### config.mk
export PLATFORM = sky130hd
export DESIGN_NAME = ctl_relogio
export DESIGN_NICKNAME = d
export VERILOG_FILES = /design/src/rtl/ctl_relogio.sv
export SDC_FILE = /design/constraint.sdc
export NUM_CORES = 1
export LEC_CHECK = 0
export CAP_MARGIN = 15
export CORE_AREA = 5 5 76 130
export DETAILED_ROUTE_END_ITERATION = 6
export DIE_AREA = 0 0 81 135
export PLACE_DENSITY = 0.79
export REMOVE_ABC_BUFFERS = 1
export SYNTH_ARGS = -nofsm -noshare
export SYNTH_HDL_FRONTEND = slang
export SYNTH_SLANG_ARGS = --single-unit
### constraint.sdc
create_clock -name ctl_clock -period 3.7 [get_ports ctl_clock]
set_input_delay 0.74 -clock ctl_clock [delete_from_list [all_inputs] [get_ports ctl_clock]]
set_output_delay 0.74 -clock ctl_clock [all_outputs]
set_load 0.05 [all_outputs]
### src/rtl/ctl_relogio.sv
// ctl_relogio: control unit for a clock display with run / set-hour / set-minute modes.
// Generates seconds, minute pulses, set-mode increment pulses with auto-repeat and a
// blink flag for the field being edited. All outputs come straight from flops.
module ctl_relogio #(
  parameter int TICKS_PER_SEC = 50000000,
  parameter int SEC_PER_MIN   = 60,
  parameter int REPEAT_TICKS  = 25000000,
  parameter int BLINK_TICKS   = 12500000
) (
  input  logic       ctl_clock,
  input  logic       ctl_reset,
  input  logic       ctl_btn_mode,
  input  logic       ctl_btn_inc,
  output logic       ctl_enable,
  output logic       ctl_add_min,
  output logic       ctl_add_hor,
  output logic       ctl_carry_en,
  output logic [1:0] ctl_mode,
  output logic [5:0] ctl_sec,
  output logic       ctl_blink
);

  localparam int PW = (TICKS_PER_SEC > 1) ? $clog2(TICKS_PER_SEC) : 1;
  localparam int RW = (REPEAT_TICKS > 1) ? $clog2(REPEAT_TICKS) : 1;
  localparam int BW = (BLINK_TICKS > 1) ? $clog2(BLINK_TICKS) : 1;

  typedef enum logic [1:0] {
    RUN     = 2'd0,
    SET_HOR = 2'd1,
    SET_MIN = 2'd2
  } state_e;

  state_e        state_q, state_d;
  logic [PW-1:0] presc_q, presc_d;
  logic [5:0]    sec_q, sec_d;
  logic [RW-1:0] rep_cnt_q, rep_cnt_d;
  logic          rep_act_q, rep_act_d;
  logic [BW-1:0] blink_cnt_q, blink_cnt_d;
  logic          blink_q, blink_d;
  logic          add_min_q, add_min_d;
  logic          add_hor_q, add_hor_d;
  logic          carry_q, carry_d;
  logic          enable_q, enable_d;
  logic          mode_prev_q, mode_prev_d;
  logic          inc_prev_q, inc_prev_d;
  logic          mode_edge, inc_edge, inc_fire;

  // Edges are ignored on the first edge after reset so a button held through reset
  // release only loads the history registers instead of looking like a fresh press.
  always_comb begin
    mode_edge = enable_q & ctl_btn_mode & ~mode_prev_q;
    inc_edge  = enable_q & ctl_btn_inc & ~inc_prev_q;
  end

  // Next-state logic: mode changes win over everything, then run-mode timekeeping
  // or set-mode increment / auto-repeat / blink handling.
  always_comb begin
    state_d     = state_q;
    presc_d     = presc_q;
    sec_d       = sec_q;
    rep_cnt_d   = rep_cnt_q;
    rep_act_d   = rep_act_q;
    blink_cnt_d = blink_cnt_q;
    blink_d     = blink_q;
    add_min_d   = 1'b0;
    add_hor_d   = 1'b0;
    enable_d    = 1'b1;
    mode_prev_d = ctl_btn_mode;
    inc_prev_d  = ctl_btn_inc;
    inc_fire    = 1'b0;

    if (mode_edge) begin
      case (state_q)
        RUN:     state_d = SET_HOR;
        SET_HOR: state_d = SET_MIN;
        default: state_d = RUN;
      endcase
      presc_d     = '0;
      sec_d       = '0;
      rep_cnt_d   = '0;
      rep_act_d   = 1'b0;
      blink_cnt_d = '0;
      blink_d     = 1'b1;
    end else if (state_q == RUN) begin
      rep_cnt_d   = '0;
      rep_act_d   = 1'b0;
      blink_cnt_d = '0;
      blink_d     = 1'b1;
      if (presc_q == PW'(TICKS_PER_SEC - 1)) begin
        presc_d = '0;
        if (sec_q == 6'(SEC_PER_MIN - 1)) begin
          sec_d     = '0;
          add_min_d = 1'b1;
        end else begin
          sec_d = sec_q + 6'd1;
        end
      end else begin
        presc_d = presc_q + PW'(1);
      end
    end else begin
      presc_d = '0;
      sec_d   = '0;
      if (blink_cnt_q == BW'(BLINK_TICKS - 1)) begin
        blink_cnt_d = '0;
        blink_d     = ~blink_q;
      end else begin
        blink_cnt_d = blink_cnt_q + BW'(1);
      end
      if (!ctl_btn_inc) begin
        rep_act_d = 1'b0;
        rep_cnt_d = '0;
      end else if (inc_edge) begin
        inc_fire  = 1'b1;
        rep_act_d = 1'b1;
        rep_cnt_d = '0;
      end else if (rep_act_q) begin
        if (rep_cnt_q == RW'(REPEAT_TICKS - 1)) begin
          inc_fire  = 1'b1;
          rep_cnt_d = '0;
        end else begin
          rep_cnt_d = rep_cnt_q + RW'(1);
        end
      end
      if (inc_fire) begin
        if (state_q == SET_MIN) add_min_d = 1'b1;
        else                    add_hor_d = 1'b1;
      end
    end

    carry_d = (state_d == RUN);
  end

  // State register with asynchronous reset to the run-mode idle values.
  always_ff @(posedge ctl_clock or posedge ctl_reset) begin
    if (ctl_reset) begin
      state_q     <= RUN;
      presc_q     <= '0;
      sec_q       <= '0;
      rep_cnt_q   <= '0;
      rep_act_q   <= 1'b0;
      blink_cnt_q <= '0;
      blink_q     <= 1'b1;
      add_min_q   <= 1'b0;
      add_hor_q   <= 1'b0;
      carry_q     <= 1'b1;
      enable_q    <= 1'b0;
      mode_prev_q <= 1'b0;
      inc_prev_q  <= 1'b0;
    end else begin
      state_q     <= state_d;
      presc_q     <= presc_d;
      sec_q       <= sec_d;
      rep_cnt_q   <= rep_cnt_d;
      rep_act_q   <= rep_act_d;
      blink_cnt_q <= blink_cnt_d;
      blink_q     <= blink_d;
      add_min_q   <= add_min_d;
      add_hor_q   <= add_hor_d;
      carry_q     <= carry_d;
      enable_q    <= enable_d;
      mode_prev_q <= mode_prev_d;
      inc_prev_q  <= inc_prev_d;
    end
  end

  assign ctl_enable   = enable_q;
  assign ctl_add_min  = add_min_q;
  assign ctl_add_hor  = add_hor_q;
  assign ctl_carry_en = carry_q;
  assign ctl_mode     = state_q;
  assign ctl_sec      = sec_q;
  assign ctl_blink    = blink_q;

endmodule
==> results of run 1 <==
==> final cells by class <==
cell class | count | area (um^2)
Tap cell | 117 | 146.4
Inverter | 6 | 23.77
Clock inverter | 7 | 78.83
Fill cell | 758 | 3528
Sequential cell | 91 | 2280
Clock buffer | 9 | 225.2
Multi-Input combinational cell | 362 | 2186
Timing Repair Buffer | 20 | 202.7
==> cells in the mapped netlist (all sizes together), types with 3 or more instances <==
library cell  count
clkbuf           11
o21ai             6
nor4              6
a21oi            16
nor2             77
nand4b            3
nand2b            4
nor3              9
nand4            26
xnor2            16
a41oi             3
a31oi            14
dfrtp            89
xor2             41
and4             10
and3             19
nor4b             4
nand2            40
or4               6
inv               6
buf               3
or3               4
nand3            29
ha                4
==> worst paths after layout <==
| path | startpoint | to | slack (ps) | cells past startpoint |
|---|---|---|---|---|
| worst max-delay path | presc_q[10] | presc_q[8] | 910 | 5 |
| max in group asynchronous | ctl_reset | ctl_carry_en | 2120 | 3 |
| worst min register to register | blink_cnt_q[0] | blink_cnt_q[0] | 490 | 1 |
| worst max register to register | presc_q[10] | presc_q[8] | 910 | 5 |
| min in group asynchronous | ctl_reset | ctl_sec[4] | 820 | 2 |
| worst min-delay path | blink_cnt_q[0] | blink_cnt_q[0] | 490 | 1 |
==> power groups by stage <==
stage	clock network (W)	logic, W	registers [W]
finish	0.000930	0.000329	0.00109
global route	0.000982	0.000362	0.00109
CTS	0.000945	0.000335	0.00109
detailed placement	0	0.000330	0.00110
global placement	0	0.000322	0.00110
floorplan	0	0.000167	0.00115
==> logic make-up after synthesis <==
group | count (synthesis) | share of synthesized area (%)
other cells | 1 | 0.08247
flops | 91 | 50.14
simple gates | 250 | 28.81
mux | 2 | 0.4678
xor+xnor | 57 | 10.98
fa+ha+maj | 4 | 1.101
buf+inv | 20 | 1.871
compound gates | 48 | 6.550
==> per-stage QoR <==
stage	area (um^2)	util [%]	hold slack [ps]
final	5142	59.31	488.6
after global routing	5142	59.31	507.1
after CTS	5142	59.31	489.8
after detailed placement	4838	55.80	475.2
after global placement	4838	55.80	462.3
after floorplan	4484	-	447.3
==> worst max-delay path: stages (launching register included) <==
cell and delay [ps]:
dfrtp_1 420, or4b_1 540, or3_1 380, or3_4 470, nand3_1 680, nor2_1 140
==> registers in the layout, indices dropped and copies added, names as in the netlist <==
register,cells
ctl_carry_en,1
presc_q,26
ctl_mode,2
ctl_add_hor,1
ctl_enable,1
rep_cnt_q,25
ctl_add_min,1
ctl_sec,6
inc_prev_q,1
blink_cnt_q,24
rep_act_q,1
ctl_blink,1
mode_prev_q,1
==> placed cells by master (no fill, tap or decap), types with 3 or more instances in the layout <==
master,instances
nand2_1,40
clkdlybuf4s50_1,16
nor4b_1,4
clkinv_4,3
a21oi_1,16
nor2_1,77
or4_1,6
xor2_1,41
nand2b_1,4
and3_1,17
clkinvlp_4,3
nor4_1,6
and4_1,8
buf_4,3
xnor2_1,16
a41oi_1,3
nor3_1,9
clkbuf_16,9
a31oi_1,14
nand3_1,29
o21ai_0,6
or3_1,3
dfrtp_1,89
ha_1,4
nand4b_1,3
inv_1,5
nand4_1,26
==> routing by layer <==
metal  share of wire [%]  vias to the layer above  global-route usage [%]
met5                   0                        -                       0
li1                    -                     1716                       -
met4                 3.7                        0                   12.97
met1                  40                     1810                   22.72
met2                  54                       74                   32.71
met3                 2.6                       25                   2.136
==> results.cfg, run 1 <==
[run_status]
status = finished, final reports clean

[sta]
setup_viol = 0
finalHoldViolations = 0
finClkSkew_ps = 5.926
tns_ps = 0
period_share_pct = 75.38
tightestPinTransition_ps = 1054
fin_crit_ps = 2789
drv_slew = 0
fmax_mhz = 358.6
rsz0062_at_grt = false
slew_headroom_pct = 29.19
finalWorstSetupSlack_ps = 911.1

[worst_setup_path]
crit_type = reg -> reg
crit_required_ps = 3890
worst_ep_arrival_time_ps = 2980
cp-start-kind = flop
cp_max_fo = 25
end_kind = flop

[power_and_ir_drop]
p_int_w = 0.001647
leakage_nw = 2.130
fin_total_pwr_w = 0.002345
pwr-share-seq_pct = 46.3
power_per_cell_area_nw_per_um2 = 456.0
p_clk_share_pct = 39.6
combPwrFrac_pct = 14.0
ir_drop_mv = 0.3291
p_switching_w = 0.0006981
p_sw_share_pct = 29.77

[place]
dp.cells = 596
post-dp-hpwl_mm = 6.637
pre_cts_ws_ps = 591.2
io_buffer_count = 16
gp_congestion = 0.8885

[die]
die-area_um2 = 10940
core-area_um2 = 8671
pin_count = 17
initial_core_util_pct = 52.44
rows = 45
die_x_um = 81
die_h_um = 135

[hold_path]
hold_path.class = reg -> reg

[detailed_routing]
drt.antenna.violating_nets = 0
routedWlPerCell_um = 15.93
drt_iter0_markers = 208
drc = 0
dr_total_vias = 3625
dr.pass1.iters = 4
viasPerCell = 5.923
routed_wl_mm = 9.751

[finish]
n_antenna_cell = 0
syn2layout_area_growth_pct = 13.10
fin_cells = 612
nets = 498
drive_gt1_share_pct = 6.667

[synth]
ys_seq_area_share_pct = 50.14
synth_ff_type = dfrtp_1
yosys_warnings = 0
async_reset_ff_share_pct = 100.0
syn_area_um2 = 4547
synth_area_leaders = dfrtp_1 (49%), xor2_1 (7.9%), nor2_1 (6.4%)
synth_top_area_share_pct = 48.98
synthCells = 473
synth_top_area_cell = dfrtp_1
ys_types = 48
synth-seq-cells = 91
synth_enable_flop_cells = 0
avgSynthCellArea_um2 = 9.613

[clocking]
cts_hold_buf = 0
clk_latency_ps = 350
cts_tree = yes
numCtsBuffers = 9
cts_max_level = 3
clk_path_buf_depth = 2
cts_sinks = 91
clockRootBuffer = clkbuf_16
cts_resized = 0
cts_setup_buffers = 0
clk_pin_slew_ps = 70

[global_route]
grt_pass1_wl_mm = 16.69
grt_use_total_pct = 19.41
overflow = 0
antenna_found_initial = 0
grt_max_degree = 51
grt_pass1_vias = 3699

[run]
drv_cap = 0
Power figures use the tool's default switching activity.
==> run 2: changes to the inputs <==
- PLACE_DENSITY: 0.79 -> 0.82
- clock period: 3.7 -> 2.4 ns (I/O delays scaled with it)
==> results.cfg, run 2 (synthesis gave the netlist of run 1 again) <==
[run_status]
status = finished, final reports clean

[clocking]
clockRootBuffer = clkbuf_16
cts_tree = yes
cts_sinks = 91
clk_pin_slew_ps = 70
clk_path_buf_depth = 2
numCtsBuffers = 9
clk_latency_ps = 340
cts_max_level = 3

[detailed_routing]
drc = 0
drt_iter0_markers = 287
dr_total_vias = 3727
viasPerCell = 5.897
drt.antenna.violating_nets = 0
dr.pass1.iters = 5
routedWlPerCell_um = 16.01
routed_wl_mm = 10.12

[power_and_ir_drop]
pwr-share-seq_pct = 45.1
ir_drop_mv = 0.4065
p_clk_share_pct = 38.5
p_sw_share_pct = 28.70
p_switching_w = 0.001069
combPwrFrac_pct = 16.5
power_per_cell_area_nw_per_um2 = 696.7
leakage_nw = 2.245
p_int_w = 0.002657

[worst_setup_path]
cp_max_fo = 5
cp-start-kind = flop
worst_ep_arrival_time_ps = 2580
crit_required_ps = 2660
crit_type = reg -> reg
end_kind = flop

[sta]
holdWs_ps = 402.4
drv_slew = 0
fin_crit_ps = 2320
setup_viol = 0
period_share_pct = 96.68
finalHoldViolations = 0
finClkSkew_ps = 10.68
tightestPinTransition_ps = 684.5
fmax_mhz = 431.0
slew_headroom_pct = 53.94

[die]
rows = 45
pin_count = 17
initial_core_util_pct = 52.44
die_h_um = 135
die_x_um = 81
core-area_um2 = 8671
die-area_um2 = 10940

[global_route]
grt_pass1_vias = 3714
grt_max_degree = 44
grt_use_total_pct = 20.02
grt_pass1_wl_mm = 17.26
overflow = 0
antenna_found_initial = 0

[place]
post-dp-hpwl_mm = 6.987
gp_congestion = 0.9451
io_buffer_count = 16

[hold_path]
hold_path.class = in -> async

[finish]
drive_gt1_share_pct = 10.29
mostFrequentLayoutCells = dfrtp_1 (89), nor2_1 (77), xor2_1 (41)
largest_register_ff_count = 26
reg_top3 = presc_q (26), rep_cnt_q (25), blink_cnt_q (24)
nets = 518
final_common_cell = dfrtp_1
post-route-util_pct = 61.69
syn2layout_area_growth_pct = 17.64
n_antenna_cell = 0
top_register = presc_q

[run]
drv_cap = 0
-- run 2: changes by cell type in the layout (fill, tap and decap cells not counted), sizes merged --
| cell | change |
|---|---|
| clkinv | -1 |
| or3 | +1 |
| clkbuf | +2 |
| buf | +19 |
| clkinvlp | -1 |
-- run 2: metrics by stage --
step	worst slack, ps	total power [W]	cells	TNS (ps)	instance area (um^2)
6_report	79.76	0.003727	632	0	5349
5_1_grt	-12.83	0.003866	632	-19.71	5349
2_1_floorplan	-962.6	0.002025	459	-52940	4484
4_1_cts	22.78	0.003747	627	0	5306
3_3_place_gp	71.39	0.002304	611	0	5001
3_5_place_dp	48.78	0.002319	611	0	5001
-- run 2: area by class of cell --
| type | count | area, um^2 |
|---|---|---|
| Clock inverter | 5 | 62.56 |
| Inverter | 6 | 23.77 |
| Fill cell | 698 | 3322 |
| Clock buffer | 11 | 242.7 |
| Sequential cell | 91 | 2280 |
| Timing Repair Buffer | 39 | 395.4 |
| Multi-Input combinational cell | 363 | 2198 |
| Tap cell | 117 | 146.4 |
-- run 2: routing by layer --
layer	vias up	wire length (um)	global-route usage, %
li1	1763	-	-
met1	1825	4033	23.88
met2	112	5451	34.40
met3	27	339	3.338
met4	0	291	9.398
met5	-	0	0
-- run 2: power by group through the flow --
stage	Clock [W]	Sequential [W]	Combinational (W)
2_1_floorplan	0	0.00177	0.000258
3_3_place_gp	0	0.00170	0.000604
3_5_place_dp	0	0.00171	0.000613
4_1_cts	0.00145	0.00168	0.000618
5_1_grt	0.00151	0.00169	0.000666
6_report	0.00143	0.00168	0.000614
-- run 2: path summary, 6_finish.rpt --
kind / start / depth (start not counted) / endpoint / slack, ps
min: ctl_reset / 2 / blink_cnt_q[22] / 400
max reg2reg: presc_q[10] / 5 / ctl_sec[4] / 80
max in group asynchronous: ctl_reset / 3 / ctl_blink / 1450
min reg2reg: presc_q[0] / 1 / presc_q[0] / 480
max: presc_q[10] / 5 / ctl_sec[4] / 80
min in group ctl_clock: presc_q[0] / 1 / presc_q[0] / 480
-- run 2: critical path, stage by stage, from the launching register on --
cell	delay (ps)
dfrtp_1	380
or4b_1	530
or3_4	360
or3_4	360
or4_1	470
a21oi_1	150
-- run 2: repair_timing --
action	in CTS	in global routing
endpoints found under the setup margin	0	3
hold buffers	0	0
gates resized for setup	0	1
buffers inserted	0	4
endpoints found under the hold margin	0	0
==> run 3: changes to the inputs <==
- ABC_CLOCK_PERIOD_IN_PS: not set -> 2400
- CORE_AREA: 5 5 76 130 -> 5 5 112 88
- DIE_AREA: 0 0 81 135 -> 0 0 117 93
- PLACE_DENSITY: 0.82 -> 0.83
==> results.cfg, run 3 (synthesis gave the netlist of run 1 again) <==
[finish]
largest_register_ff_count = 26
syn2layout_area_growth_pct = 16.81
drive_gt1_share_pct = 10.66
fin_cells = 628
nets = 519
mostFrequentLayoutCells = dfrtp_1 (89), nor2_1 (77), xor2_1 (41)
design_area_um2 = 5311
top_register = presc_q
n_antenna_cell = 0
post-route-util_pct = 60.99
final_common_cell = dfrtp_1
reg_top3 = presc_q (26), rep_cnt_q (25), blink_cnt_q (24)

[clocking]
cts_tree = yes
clk_latency_ps = 340
cts_sinks = 91
clockRootBuffer = clkbuf_16
clk_pin_slew_ps = 70
numCtsBuffers = 9
cts_max_level = 3
clk_path_buf_depth = 2

[die]
rows = 30
die_h_um = 93
pin_count = 17
core-area_um2 = 8708
die_x_um = 117
die-area_um2 = 10880
initial_core_util_pct = 52.21

[sta]
fmax_mhz = 431.5
tns_ps = 0
drv_slew = 0
finalWorstSetupSlack_ps = 82.65
tightestPinTransition_ps = 578.5
finClkSkew_ps = 8.030
finalHoldViolations = 0
setup_viol = 0
slew_headroom_pct = 61.08
period_share_pct = 96.56
fin_crit_ps = 2317

[detailed_routing]
dr.pass1.iters = 5
routedWlPerCell_um = 16.29
routed_wl_mm = 10.23
drt.antenna.violating_nets = 0
viasPerCell = 5.960
dr_total_vias = 3743
drc = 0
drt_iter0_markers = 360

[run]
drv_cap = 0

[worst_setup_path]
cp-start-kind = flop
r2r-start = presc_q[11]
cp_max_fo = 5
r2r-end = ctl_sec[4]
worst_ep_arrival_time_ps = 2590
crit_required_ps = 2670
end_kind = flop
ff2ff_path_depth = 5
crit_type = reg -> reg
r2r_slack_ps = 80

[place]
gp_congestion = 0.8569
dp.cells = 609
post-dp-hpwl_mm = 6.852
io_buffer_count = 16
pre_cts_ws_ps = 21.07
place_area_um2 = 4980

[global_route]
grt_use_total_pct = 20.17
overflow = 0
grt_pass1_vias = 3651
grt_pass1_wl_mm = 17.57
grt_max_degree = 33
antenna_found_initial = 0

[power_and_ir_drop]
leakage_nw = 2.237
power_per_cell_area_nw_per_um2 = 693.0
ir_drop_mv = 0.5575

[hold_path]
hold_path.class = in -> async

[run_status]
status = finished, final reports clean
[run 3: final cells by class]
class / instances / area [um^2]
Clock inverter: 4 / 50.05
Tap cell: 112 / 140.1
Sequential cell: 91 / 2280
Timing Repair Buffer: 40 / 365.4
Clock buffer: 12 / 246.5
Fill cell: 724 / 3397
Multi-Input combinational cell: 363 / 2206
Inverter: 6 / 23.77
[run 3: worst max-delay path by stage]
| stage | slack [ps] | startpoint | end | depth (start not counted) |
|---|---|---|---|---|
| floorplan | -960 | ctl_mode[1] | rep_cnt_q[19] | 5 |
| global placement | 70 | presc_q[10] | ctl_sec[4] | 5 |
| detailed placement | 20 | presc_q[10] | ctl_sec[4] | 5 |
| CTS | 20 | presc_q[11] | ctl_sec[4] | 5 |
| global route | -0.3 | presc_q[10] | ctl_sec[4] | 5 |
| finish | 80 | presc_q[11] | ctl_sec[4] | 5 |
[run 3: critical path, stage by stage (launching register included)]
cell and delay, ps:
dfrtp_1 380, or4b_1 490, or3_4 360, or3_4 370, or4_1 500, a21oi_2 150
[run 3: stage by stage]
| step | total power [W] | hold WS [ps] |
|---|---|---|
| final | 0.003681 | 426.8 |
| after global routing | 0.003842 | 444.0 |
| after CTS | 0.003711 | 429.5 |
| after detailed placement | 0.002284 | 473.1 |
| after global placement | 0.002270 | 463.5 |
| after floorplan | 0.002025 | 447.3 |
[run 3: power by group]
group	switching [W]	internal, W
Combinational	0.000390	0.000189
Sequential	0.0000750	0.00160
Clock	0.000588	0.000835
[run 3: metal layers]
metal,vias to the layer above,GRT usage (%),routed length (um)
met5,-,0,0
met4,0,6.017,153
met3,18,5.304,483
met2,116,31.34,4905
met1,1850,27.77,4686
li1,1759,-,-
[run 3: what timing repair did]
item	CTS	global route
resized for setup	0	3
endpoints found under the setup margin	0	2
hold buffers	0	0
setup buffers	0	2
